$ cat src/rtl/i2c_target_if.sv
// i2c_target_if: pad-side bus and host-side byte interface of the I2C target.
interface i2c_target_if;
    logic       enable;
    logic [6:0] own_addr;
    logic       scl_in;
    logic       sda_in;
    logic       sda_out;
    logic       sda_oe;
    logic [7:0] rx_data;
    logic       rx_valid;
    logic [7:0] tx_data;
    logic       tx_load;
    logic       rw;
    logic       busy;
    logic       start_det;
    logic       stop_det;
    logic       nack_det;
    modport slave (
        input  enable, own_addr, scl_in, sda_in, tx_data,
        output sda_out, sda_oe, rx_data, rx_valid, tx_load, rw, busy, start_det, stop_det, nack_det
    );
    modport master (
        output enable, own_addr, scl_in, sda_in, tx_data,
        input  sda_out, sda_oe, rx_data, rx_valid, tx_load, rw, busy, start_det, stop_det, nack_det
    );
endinterface

$ cat src/rtl/i2c_target.sv
// i2c_target: I2C target responder; matches a 7-bit address, ACKs, receives write bytes and serializes read bytes.
module i2c_target #(
    parameter int SYNC_STAGES = 2
) (
    input logic clk,
    input logic rst,
    i2c_target_if.slave bus
);
    typedef enum logic [2:0] {IDLE, ADDR, ADDR_ACK, RX_DATA, RX_ACK, TX_DATA, TX_ACK, WAIT_STOP} state_t;
    state_t state, state_n;
    logic [SYNC_STAGES-1:0] scl_sync, sda_sync;
    logic scl_p, sda_p, scl_s, sda_s, rise, fall, start, stop, match;
    logic [2:0] cnt, cnt_n;
    logic [6:0] sh, sh_n;
    logic [7:0] rx_data, rx_data_n;
    logic oe, oe_n, rw, rw_n, busy, busy_n, tx_load;
    logic rx_valid, rx_valid_n, start_det, start_n, stop_det, stop_n, nack_det, nack_n;

    assign scl_s = scl_sync[SYNC_STAGES-1];
    assign sda_s = sda_sync[SYNC_STAGES-1];
    assign rise  = ~scl_p & scl_s;
    assign fall  = scl_p & ~scl_s;
    // SCL must be high in both samples, so an SDA change beside an SCL edge is data
    assign start = scl_p & scl_s & sda_p & ~sda_s;
    assign stop  = scl_p & scl_s & ~sda_p & sda_s;
    assign match = (sh == bus.own_addr) && (bus.own_addr != 7'd0);

    always_ff @(posedge clk) begin
        if (rst) begin
            scl_sync  <= '1;
            sda_sync  <= '1;
            scl_p     <= 1'b1;
            sda_p     <= 1'b1;
            state     <= IDLE;
            cnt       <= '0;
            sh        <= '0;
            rx_data   <= '0;
            oe        <= 1'b0;
            rw        <= 1'b0;
            busy      <= 1'b0;
            rx_valid  <= 1'b0;
            start_det <= 1'b0;
            stop_det  <= 1'b0;
            nack_det  <= 1'b0;
        end else begin
            scl_sync  <= {scl_sync[SYNC_STAGES-2:0], bus.scl_in};
            sda_sync  <= {sda_sync[SYNC_STAGES-2:0], bus.sda_in};
            scl_p     <= scl_s;
            sda_p     <= sda_s;
            state     <= state_n;
            cnt       <= cnt_n;
            sh        <= sh_n;
            rx_data   <= rx_data_n;
            oe        <= oe_n;
            rw        <= rw_n;
            busy      <= busy_n;
            rx_valid  <= rx_valid_n;
            start_det <= start_n;
            stop_det  <= stop_n;
            nack_det  <= nack_n;
        end
    end

    always_comb begin
        state_n    = state;
        cnt_n      = cnt;
        sh_n       = sh;
        rx_data_n  = rx_data;
        oe_n       = oe;
        rw_n       = rw;
        busy_n     = busy;
        rx_valid_n = 1'b0;
        start_n    = 1'b0;
        stop_n     = 1'b0;
        nack_n     = 1'b0;
        tx_load    = 1'b0;
        if (rst || !bus.enable) begin
            state_n = IDLE;
            oe_n    = 1'b0;
            busy_n  = 1'b0;
        end else if (start) begin
            state_n = ADDR;
            cnt_n   = '0;
            oe_n    = 1'b0;
            busy_n  = 1'b0;
            start_n = 1'b1;
        end else if (stop) begin
            state_n = IDLE;
            oe_n    = 1'b0;
            busy_n  = 1'b0;
            stop_n  = 1'b1;
        end else begin
            case (state)
                ADDR, RX_DATA: if (rise) begin
                    sh_n  = {sh[5:0], sda_s};
                    cnt_n = cnt + 3'd1;
                    if (cnt == 3'd7 && state == ADDR) begin
                        rw_n    = sda_s;
                        busy_n  = match;
                        state_n = match ? ADDR_ACK : WAIT_STOP;
                    end else if (cnt == 3'd7) begin
                        rx_data_n  = {sh, sda_s};
                        rx_valid_n = 1'b1;
                        state_n    = RX_ACK;
                    end
                end
                // first falling edge drives the ACK, the next one ends the ACK slot
                ADDR_ACK, RX_ACK: if (fall) begin
                    if (!oe) begin
                        oe_n = 1'b1;
                    end else if (state == ADDR_ACK && rw) begin
                        tx_load = 1'b1;
                        sh_n    = bus.tx_data[6:0];
                        oe_n    = ~bus.tx_data[7];
                        cnt_n   = '0;
                        state_n = TX_DATA;
                    end else begin
                        oe_n    = 1'b0;
                        cnt_n   = '0;
                        state_n = RX_DATA;
                    end
                end
                TX_DATA: if (fall) begin
                    oe_n    = (cnt == 3'd7) ? 1'b0 : ~sh[6];
                    sh_n    = {sh[5:0], 1'b0};
                    cnt_n   = cnt + 3'd1;
                    state_n = (cnt == 3'd7) ? TX_ACK : TX_DATA;
                end
                TX_ACK: if (rise && sda_s) begin
                    nack_n  = 1'b1;
                    state_n = WAIT_STOP;
                end else if (fall) begin
                    tx_load = 1'b1;
                    sh_n    = bus.tx_data[6:0];
                    oe_n    = ~bus.tx_data[7];
                    cnt_n   = '0;
                    state_n = TX_DATA;
                end
                default: ;
            endcase
        end
    end

    assign bus.sda_out   = 1'b0;
    assign bus.sda_oe    = oe;
    assign bus.rx_data   = rx_data;
    assign bus.rx_valid  = rx_valid;
    assign bus.tx_load   = tx_load;
    assign bus.rw        = rw;
    assign bus.busy      = busy;
    assign bus.start_det = start_det;
    assign bus.stop_det  = stop_det;
    assign bus.nack_det  = nack_det;
endmodule
$ cat src/flat_wrapper.sv
// flat-port wrapper written by rule: the top's interface ports become plain ports
module i2c_target_flat 
#(
    parameter int SYNC_STAGES = 2
)
  (clk, rst, bus_enable, bus_own_addr, bus_scl_in, bus_sda_in, bus_tx_data, bus_sda_out, bus_sda_oe, bus_rx_data, bus_rx_valid, bus_tx_load, bus_rw, bus_busy, bus_start_det, bus_stop_det, bus_nack_det);
  i2c_target_if bus_i ();
  input logic clk;
  input logic rst;
  input wire logic [$bits(bus_i.enable)-1:0] bus_enable;
  input wire logic [$bits(bus_i.own_addr)-1:0] bus_own_addr;
  input wire logic [$bits(bus_i.scl_in)-1:0] bus_scl_in;
  input wire logic [$bits(bus_i.sda_in)-1:0] bus_sda_in;
  input wire logic [$bits(bus_i.tx_data)-1:0] bus_tx_data;
  output wire logic [$bits(bus_i.sda_out)-1:0] bus_sda_out;
  output wire logic [$bits(bus_i.sda_oe)-1:0] bus_sda_oe;
  output wire logic [$bits(bus_i.rx_data)-1:0] bus_rx_data;
  output wire logic [$bits(bus_i.rx_valid)-1:0] bus_rx_valid;
  output wire logic [$bits(bus_i.tx_load)-1:0] bus_tx_load;
  output wire logic [$bits(bus_i.rw)-1:0] bus_rw;
  output wire logic [$bits(bus_i.busy)-1:0] bus_busy;
  output wire logic [$bits(bus_i.start_det)-1:0] bus_start_det;
  output wire logic [$bits(bus_i.stop_det)-1:0] bus_stop_det;
  output wire logic [$bits(bus_i.nack_det)-1:0] bus_nack_det;
  assign bus_i.enable = bus_enable;
  assign bus_i.own_addr = bus_own_addr;
  assign bus_i.scl_in = bus_scl_in;
  assign bus_i.sda_in = bus_sda_in;
  assign bus_i.tx_data = bus_tx_data;
  assign bus_sda_out = bus_i.sda_out;
  assign bus_sda_oe = bus_i.sda_oe;
  assign bus_rx_data = bus_i.rx_data;
  assign bus_rx_valid = bus_i.rx_valid;
  assign bus_tx_load = bus_i.tx_load;
  assign bus_rw = bus_i.rw;
  assign bus_busy = bus_i.busy;
  assign bus_start_det = bus_i.start_det;
  assign bus_stop_det = bus_i.stop_det;
  assign bus_nack_det = bus_i.nack_det;
  i2c_target #(.SYNC_STAGES(SYNC_STAGES)) u_core (.clk(clk), .rst(rst), .bus(bus_i));
endmodule
$ cat config.mk
export PLATFORM = sky130hd
export DESIGN_NAME = i2c_target_flat
export DESIGN_NICKNAME = d
export VERILOG_FILES = /design/src/rtl/i2c_target_if.sv /design/src/rtl/i2c_target.sv /design/src/flat_wrapper.sv
export SDC_FILE = /design/constraint.sdc
export NUM_CORES = 1
export LEC_CHECK = 0
export BUFFER_PORTS_ARGS = -buffer_cell sky130_fd_sc_hd__buf_2
export CAP_MARGIN = 20
export CELL_PAD_IN_SITES_DETAIL_PLACEMENT = 0
export CELL_PAD_IN_SITES_GLOBAL_PLACEMENT = 2
export CORE_ASPECT_RATIO = 0.75
export CORE_MARGIN = 2
export CORE_UTILIZATION = 29
export CTS_CLUSTER_SIZE = 14
export DETAILED_ROUTE_END_ITERATION = 12
export GPL_ROUTABILITY_DRIVEN = 1
export PLACE_DENSITY = 0.84
export SLEW_MARGIN = 5
export SYNTH_ARGS = -nofsm -noshare
export SYNTH_HDL_FRONTEND = slang
export SYNTH_SLANG_ARGS = --single-unit
export TNS_END_PERCENT = 1
$ cat constraint.sdc
create_clock -name clk -period 1.5 [get_ports clk]
set_input_delay 0.075 -clock clk [delete_from_list [all_inputs] [get_ports clk]]
set_output_delay 0.075 -clock clk [all_outputs]
set_load 0.02 [all_outputs]
==> Word level (Yosys, flattened, before mapping) <==
Cells that the tools add are included.
{ "op_classes": {"addsub": 1, "eq_ne": 30, "muxes": 52, "bitwise": 20, "reduce_logical": 26} }
{ "ops": {"columns": ["operator", "n"], "rows": [
  ["two-way mux 3 bit", 18],
  ["two-way mux 7 bit", 7],
  ["case mux 7 bit (4 select lines)", 1],
  ["case mux 3 bit (4 select lines)", 2],
  ["two-way mux 1 bit", 21],
  ["inequality test 3 x 1 -> 1 bit (second input constant)", 7],
  ["AND reduction 7 bit", 3],
  ["inequality test 4 x 1 -> 1 bit (second input constant)", 4],
  ["inequality test 2 x 1 -> 1 bit (second input constant)", 7],
  ["inverter 1 bit", 13],
  ["== test 3 bit (second input constant)", 4],
  ["AND reduction 11 bit", 1],
  ["inequality test 5 x 1 -> 1 bit (second input constant)", 2],
  ["AND reduction 9 bit", 1],
  ["AND 1 bit", 7],
  ["== test 7 bit", 1],
  ["nonzero test 7 bit", 1],
  ["OR reduction 7 bit", 1],
  ["== test 3 x 2 -> 1 bit (second input constant)", 2],
  ["AND reduction 6 bit", 1],
  ["nonzero test 6 bit", 1],
  ["OR reduction 2 bit", 3],
  ["AND reduction 5 bit", 1],
  ["nonzero test 5 bit", 1],
  ["16 further kinds", 19]
]} }
{ "word_totals": {"reg_bits": 34, "inputBits": 20, "elab_cells": 145} }

==> Longest topological paths before layout <==
Gate-level depths: netlist (run 1).
{ "depth": {"depth_word": 9, "depth_mapped": 8, "depth_no_buf": 7} }

==> Worst setup path before layout (run 1) <==
OpenSTA, ideal clock, no wires.
{ "synth_timing": {"path_kind": "flip-flop to output port", "startpoint": "register u_core.sda_sync[1]", "endpoint": "output bus_tx_load", "arrival_ns": 1.786, "required_ns": 1.425, "setup_slack_ns": -0.361, "stages_incl_launch_ff": 6, "path_buffers": 2, "path_cell_list": "dfxtp_1 buf_2 xor2_1 a31o_4 buf_2 nor4_1"} }
{ "synth_via": {"elab_chain_cells": 6, "word_cells_on_any_way": 9, "classes_between": "mux (5); bitwise (3); reduce/logical (1)"} }
{ "synth_lines": {"columns": ["item", "line_no", "source"], "rows": [
  ["from (decl)", "i2c_target.sv:11", "logic [SYNC_STAGES-1:0] scl_sync, sda_sync;"],
  ["from (signal assigned)", "i2c_target.sv:47", "sda_sync <= {sda_sync[SYNC_STAGES-2:0], bus.sda_in};"],
  ["logical AND 1 bit", "i2c_target.sv:129", "TX_ACK: if (rise && sda_s) begin"],
  ["two-way mux 1 bit", "i2c_target.sv:129", null],
  ["case mux 1 bit (2 select lines)", "i2c_target.sv:93", "case (state)"],
  ["two-way mux 1 bit", "i2c_target.sv:87", "end else if (stop) begin"],
  ["two-way mux 1 bit (*)", "i2c_target.sv:81", "end else if (start) begin"],
  ["two-way mux 1 bit (*)", "i2c_target.sv:77", "if (rst || !bus.enable) begin"],
  ["to (decl)", "flat_wrapper.sv:19", "output wire logic [$bits(bus_i.tx_load)-1:0] bus_tx_load;"]
]} }
Mark *: on every way between the ends. The rest lies on a longest branch, timed or not.

==> Worst setup path in the final report (run 1) <==
{ "layout_timing": {"startpoint": "register u_core.state[1]", "endpoint": "register u_core.sh[0]"} }
{ "layout_via": {"elab_chain_cells": 4, "word_cells_on_any_way": 19, "classes_between": "eq/ne (13); mux (1); reduce/logical (5)"} }
{ "layout_lines": {"columns": ["item", "line_no", "source"], "rows": [
  ["from (decl)", "i2c_target.sv:10", "state_t state, state_n;"],
  ["from (signal assigned)", "i2c_target.sv:50", "state <= state_n;"],
  ["== test 3 bit (tied with other cells)", "i2c_target.sv:93", null],
  ["OR reduction 2 bit or logical AND 1 bit (tied branches)", "i2c_target.sv:93, i2c_target.sv:111", null],
  ["inequality test 2 x 1 -> 1 bit (no source line) or nonzero test 4 bit (tied branches)", null, null],
  ["AND reduction 11 bit (no source line)", null, null],
  ["to (signal assigned)", "i2c_target.sv:52", "sh <= sh_n;"],
  ["to (decl)", "i2c_target.sv:14", "logic [6:0] sh, sh_n;"]
]} }
Several ways; a longest one is shown, not always the timed one.
A chain may end at the register's enable or synchronous reset.

==> impl_metrics.yaml, run 1 <==
floorplanning:
  core_area_um2: 5860
  dieArea_um2: 6770
  initial_core_util_pct: 30.3
  rows: 24
  pin_count: 37
  die_w_um: 94.4
  die_h_um: 71.8
drt:
  firstDrtPassIters: 4
  finalWirelength_um: 5220
  drtIter0Drc: 59
  wl_per_cell_um: 14.4
  vias_per_cell: 4.79
  drcViolationCount: 0
  vias: 1734
  ant_nets: 0
critical_path:
  arrival_ps: 1930
  r2r-end: "u_core.sh[0]$_SDFFE_PP0P_"
  reg2reg_from: "u_core.state[1]$_SDFFE_PP0P_"
  path_delay_family: "compound AO/OA/AOI/OAI gates"
  ff2ff_path_depth: 6
  cp_max_fo: 11
  endpoint_kind: "flip-flop"
  cp.required_ps: 1690
  critPathLaunchType: "flip-flop"
  critPathMaxStageDelay_ps: 410
  slowest_stage: "dfxtp_4"
  worstPathCellList: "or3b_4 > a21oi_2 > a211oi_4 > buf_6 > buf_16 > a211oi_1"
  r2r_slack_ps: -240
  worst-path-buf-inv: 2
  critPathKind: "flip-flop to flip-flop"
clock_tree:
  clkSinkCount: 34
  clockBufferDepth: 2
  h-tree-depth: 2
  clkSlewWorstSetupHoldPaths_ps: 80
  cts-root-buf: "clkbuf_8"
  numCtsBuffers: 5
  cts_tree: "yes"
  clkLatencyLatePin_ps: 290
yosys:
  synth_seq_area_share_pct: 38.3
  synth_edf_count: 0
  synth_nets: 220
  ys_async_sr_fraction_pct: 0
  synth_cell_types: 51
  ys_warn_count: 0
  ys_ff_latch: 34
  avgSynthCellArea_um2: 8.97
  synth_ff_type: "dfxtp_1"
  syn_inst: 198
  syn_area_um2: 1780
min_path:
  hold_path_class: "input pin to flip-flop"
  holdPathEnd: "u_core.sh[2]$_SDFFE_PP0P_"
  hold_depth: 3
  hold_start: "bus_tx_data[2]"
timing:
  finalSetupViolCount: 25
  slew_violations: 0
  rsz0062_at_grt: "true"
  tns_ps: -2930
  fmax_ghz: 0.574
  skew_ps: 6.02
  fin_ws_ps: -241
  fin_crit_sh_pct: 116
  period_needed_ps: 1740
  finalHoldViolCount: 0
final_layout:
  final_cells: 362
  antennaDiodeCount: 0
  syn2layout_area_growth_pct: 54.7
  fill_cells: 566
  final_cell_area_um2: 2750
  fin_nets: 305
  drive_gt1_share_pct: 51.8
power:
  total_power_mw: 1.81
  leakagePower_nw: 1.20
  p_per_area_nw_per_um2: 660
  ir_drop_v: 0.000359
global_routing:
  grt_first_pass_wirelength_um: 8310
  antenna_found_initial: 0
  grt_pass1_vias: 1638
  grt_usage_pct: 15.8
  grt_max_degree: 28
  grt.overflow.total: 0
placement:
  port_buffers: 35
  dpl.cell_count: 344
  place_hpwl_um: 3760
  postPlaceCellArea_um2: 2410
  pre_cts_ws_ps: -173
  place_congestion: 0.899
status:
  run_status: "finished with violations"
  violations: "negative setup slack"
flow_run:
  maxCapViolCount: 0
[area by class of cell]
| type | count | area, µm² | area share [%] |
|---|---|---|---|
| Clock inverter | 2 | 11.3 | 0.410 |
| Sequential cell | 34 | 706 | 25.7 |
| Tap cell | 78 | 97.6 | 3.55 |
| Timing Repair Buffer | 93 | 693 | 25.2 |
| Clock buffer | 6 | 82.6 | 3.01 |
| Multi-Input combinational cell | 145 | 1140 | 41.5 |
| Inverter | 4 | 15.0 | 0.547 |
[worst register-to-register path, stage by stage (launching register included)]
cell and delay, ps:
dfxtp_4 410, or3b_4 400, a21oi_2 210, a211oi_4 80, buf_6 140, buf_16 130
a211oi_1 260
[cell families after synthesis]
logic type / count (synthesis) / synth area share (%)
DFF: 34 / 38.3
muxes: 11 / 6.20
adders and majority gates: 2 / 1.41
other: 1 / 0.211
xor gates and xnor gates: 8 / 3.95
buffers and inverters: 19 / 5.78
AOI/OAI and AO/OA: 51 / 21.1
and+or+nand+nor: 72 / 23.0
[where the power goes]
| group | switching [mW] | internal [mW] | total [mW] |
|---|---|---|---|
| Sequential | 0.0102 | 0.903 | 0.914 |
| Combinational | 0.0811 | 0.0973 | 0.178 |
| Clock | 0.350 | 0.370 | 0.721 |
| Total | 0.442 | 1.37 | 1.81 |
[synthesized netlist by cell type, types with 4 or more instances]
| library cell | count | share of area [%] |
|---|---|---|
| a21oi_1 | 14 | 3.9 |
| buf_4 | 4 | 1.7 |
| o21ai_0 | 9 | 2.5 |
| buf_2 | 7 | 2.0 |
| mux2i_1 | 11 | 6.2 |
| or2_2 | 7 | 2.5 |
| nor2_1 | 12 | 2.5 |
| dfxtp_1 | 34 | 38 |
| xnor2_1 | 7 | 3.5 |
| a211oi_1 | 6 | 2.5 |
| inv_1 | 4 | 0.85 |
| nand2b_1 | 7 | 2.5 |
| nand2_1 | 19 | 4.0 |
| nor2_2 | 4 | 1.4 |
[state kept, by name, summed over array words and instances, names as in the netlist]
name,count
u_core.bus.start_det,1
u_core.sda_p,1
u_core.bus.rx_data,8
u_core.bus.busy,1
u_core.bus.rx_valid,1
u_core.bus.rw,1
u_core.bus.stop_det,1
u_core.bus.nack_det,1
u_core.scl_sync,2
u_core.bus.sda_oe,1
u_core.state,3
u_core.cnt,3
u_core.sda_sync,2
u_core.sh,7
u_core.scl_p,1
[per-layer routing]
layer  GRT usage [%]  up-vias  share of wire, %
met5               0        -                 0
met4            3.38        0              0.65
met3            4.00        5               4.4
met2            21.9       39                43
met1            24.6      807                52
li1                -      883                 -
[repair_timing]
item                                   4_1_cts  5_1_grt
endpoints found under the hold margin        2        0
setup endpoints to repair                   25       26
cloned                                       1        0
setup buffers                                6        1
pin swaps                                   13       11
hold buffers                                 2        0
resized for setup                           19       25
[per-stage QoR]
stage	utilization, %	hold slack, ps
5_1_grt	46.9	124
3_3_place_gp	41.2	259
2_1_floorplan	-	179
3_5_place_dp	41.2	259
6_report	46.9	110
4_1_cts	45.1	114
[layout by cell type, fill, tap and decap left out, types with 2 or more instances in the layout]
master / count
nand4_1: 2
a211o_1: 2
buf_2: 34
nand2_1: 17
nand2_2: 2
a211oi_2: 4
nor2_2: 4
buf_12: 2
dlygate4sd3_1: 2
dfxtp_1: 24
nand3b_1: 3
buf_6: 8
nand4b_1: 2
dfxtp_4: 5
a21oi_1: 8
dfxtp_2: 5
a31o_1: 2
nor2_1: 12
or3_1: 2
mux2i_1: 11
xnor2_1: 7
nand3_1: 3
ha_4: 2
inv_1: 4
or2_2: 7
o21ai_0: 6
clkbuf_8: 6
a211oi_1: 5
o21ai_1: 3
a21oi_2: 6
nand2b_1: 6
buf_4: 46
[how the worst max path moves through the flow]
stage | startpoint | to | depth (start not counted)
after floorplan | u_core.scl_sync[1]$_SDFF_PP1_ | u_core.state[1]$_SDFFE_PP0P_ | 5
after global placement | u_core.scl_sync[1]$_SDFF_PP1_ | u_core.state[1]$_SDFFE_PP0P_ | 5
after detailed placement | u_core.scl_sync[1]$_SDFF_PP1_ | u_core.state[1]$_SDFFE_PP0P_ | 6
after CTS | u_core.scl_p$_SDFF_PP1_ | bus_tx_load | 6
after global routing | u_core.scl_p$_SDFF_PP1_ | u_core.sh[0]$_SDFFE_PP0P_ | 7
final | u_core.state[1]$_SDFFE_PP0P_ | u_core.sh[0]$_SDFFE_PP0P_ | 6
No activity file was read; power rests on OpenSTA's default activity.
==> run 2, diff against run 1 <==
--- a/config.mk
+++ b/config.mk
@@ -7,16 +7,14 @@
 export LEC_CHECK = 0
 export BUFFER_PORTS_ARGS = -buffer_cell sky130_fd_sc_hd__buf_2
 export CAP_MARGIN = 20
-export CELL_PAD_IN_SITES_DETAIL_PLACEMENT = 0
-export CELL_PAD_IN_SITES_GLOBAL_PLACEMENT = 2
 export CORE_ASPECT_RATIO = 0.75
 export CORE_MARGIN = 2
-export CORE_UTILIZATION = 29
+export CORE_UTILIZATION = 40
 export CTS_CLUSTER_SIZE = 14
 export DETAILED_ROUTE_END_ITERATION = 12
 export GPL_ROUTABILITY_DRIVEN = 1
-export PLACE_DENSITY = 0.84
-export SLEW_MARGIN = 5
+export PLACE_DENSITY = 0.74
+export SLEW_MARGIN = 20
 export SYNTH_ARGS = -nofsm -noshare
 export SYNTH_HDL_FRONTEND = slang
 export SYNTH_SLANG_ARGS = --single-unit
==> impl_metrics.yaml, run 2 (same netlist as run 1, synthesis figures left out) <==
final_layout:
  regMostFlops: "u_core.bus.rx_data"
  drive_gt1_share_pct: 49.8
  final_common_cell: "buf_4"
  reg.largest.list: "u_core.bus.rx_data x8, u_core.sh x7"
  final_cell_mix: "buf_4, buf_2, dfxtp_1"
  largest_reg_flops: 8
  final_cell_area_um2: 2680
  syn2layout_area_growth_pct: 50.8
  antennaDiodeCount: 0
  fin_nets: 306
floorplanning:
  core_area_um2: 4150
  pin_count: 37
  dieArea_um2: 4990
  die_h_um: 61.7
  die_w_um: 80.9
  rows: 20
  initial_core_util_pct: 42.7
timing:
  fin_ws_ps: -245
  fin_crit_sh_pct: 116
  slew_violations: 0
  maxSlewHeadroom_pct: 62.4
  rsz0062_at_grt: "true"
  holdWs_ps: 163
  finalSetupViolCount: 25
  finalHoldViolCount: 0
  worst_pin_slew_ps: 560
  skew_ps: 5.98
  fmax_ghz: 0.573
  period_needed_ps: 1750
  tns_ps: -3370
critical_path:
  r2r_slack_ps: -250
  reg2reg_from: "u_core.state[1]$_SDFFE_PP0P_"
  cp.required_ps: 1710
  endpoint_kind: "flip-flop"
  arrival_ps: 1950
  ff2ff_path_depth: 8
  r2r-end: "u_core.state[1]$_SDFFE_PP0P_"
  critPathLaunchType: "flip-flop"
  critPathKind: "flip-flop to flip-flop"
  cp_max_fo: 6
global_routing:
  antenna_found_initial: 0
  grt_first_pass_wirelength_um: 7550
  grt_usage_pct: 20.0
  grt_max_degree: 28
  grt_pass1_vias: 1630
  grt.overflow.total: 0
power:
  netSwitchingPower_mw: 0.412
  power.share.clock_pct: 37.7
  power_frac_seq_pct: 52.5
  leakagePower_nw: 1.18
  ir_drop_v: 0.000556
  sw_frac_of_total_pct: 23.7
  p_int_mw: 1.33
  p_comb_share_pct: 9.8
  p_per_area_nw_per_um2: 650
clock_tree:
  clkSinkCount: 34
  cts_tree: "yes"
  cts-root-buf: "clkbuf_8"
  clkLatencyLatePin_ps: 290
  clockBufferDepth: 2
  clkSlewWorstSetupHoldPaths_ps: 60
  numCtsBuffers: 5
  h-tree-depth: 2
placement:
  postPlaceCellArea_um2: 2350
  port_buffers: 35
  place_congestion: 0.826
  place_hpwl_um: 3410
min_path:
  hold_start: "bus_tx_data[5]"
  holdPathEnd: "u_core.sh[5]$_SDFFE_PP0P_"
  hold_path_class: "input pin to flip-flop"
  hold_depth: 3
drt:
  wl_per_cell_um: 14.6
  drtIter0Drc: 121
  vias_per_cell: 5.31
  drcViolationCount: 0
  finalWirelength_um: 4950
  ant_nets: 0
  firstDrtPassIters: 4
  vias: 1804
status:
  run_status: "finished with violations"
  violations: "negative setup slack"
flow_run:
  maxCapViolCount: 0
-- run 2: stage by stage --
step                      std cells  setup WS [ps]  total power [mW]  util (%)
after floorplan                 198          -15.2              1.02         -
after global placement          319           -186              1.09      56.7
after detailed placement        319           -210              1.09      56.7
after CTS                       338           -142              1.73      62.8
after global routing            340           -302              1.80      64.5
final                           340           -245              1.74      64.5
-- run 2: final cells by class --
cell class | instances | area [µm²]
fillers | 341 | 1480
well taps | 55 | 68.8
repair buffers | 94 | 672
inverters | 4 | 15.0
multi-input cells | 145 | 1140
clock buffers | 8 | 80.1
flip-flops and latches | 34 | 699
-- run 2: critical path: stages (launching register included) --
cell,delay [ps]
dfxtp_4,380
buf_6,110
buf_4,90
buf_4,100
nand3b_1,80
o31a_1,140
a211o_1,390
a31o_1,220
a21oi_1,150
-- run 2: timing repair --
| item | in CTS | in global routing |
|---|---|---|
| resized for setup | 30 | 15 |
| pin swaps | 18 | 7 |
| endpoints found under the hold margin | 2 | 0 |
| setup endpoints to repair | 25 | 25 |
| hold buffers | 2 | 0 |
| buffers inserted | 9 | 2 |
-- run 2: metal layers --
layer / vias up / GRT usage (%) / share of wire, %
met5: - / 0 / 0
met4: 0 / 6.30 / 1.5
met3: 9 / 4.05 / 6.2
met2: 65 / 33.2 / 47
met1: 845 / 26.7 / 46
li1: 885 / - / -
-- run 2: how the worst max path moves through the flow --
stage | startpoint | to | slack, ps | depth (start not counted)
after floorplan | u_core.scl_sync[1]$_SDFF_PP1_ | u_core.state[1]$_SDFFE_PP0P_ | -20 | 5
after global placement | u_core.state[2]$_SDFFE_PP0P_ | u_core.sh[0]$_SDFFE_PP0P_ | -190 | 6
after detailed placement | u_core.state[2]$_SDFFE_PP0P_ | u_core.sh[0]$_SDFFE_PP0P_ | -210 | 6
after CTS | u_core.state[1]$_SDFFE_PP0P_ | u_core.sh[2]$_SDFFE_PP0P_ | -140 | 7
after global routing | u_core.state[1]$_SDFFE_PP0P_ | u_core.state[1]$_SDFFE_PP0P_ | -300 | 8
final | u_core.state[1]$_SDFFE_PP0P_ | u_core.state[1]$_SDFFE_PP0P_ | -250 | 8
-- run 2: power by group through the flow --
stage,Clock (mW),Combinational [mW],Sequential (mW)
floorplan,0,0.0865,0.934
global placement,0,0.146,0.939
detailed placement,0,0.148,0.939
CTS,0.652,0.164,0.913
global route,0.699,0.183,0.915
finish,0.655,0.170,0.914
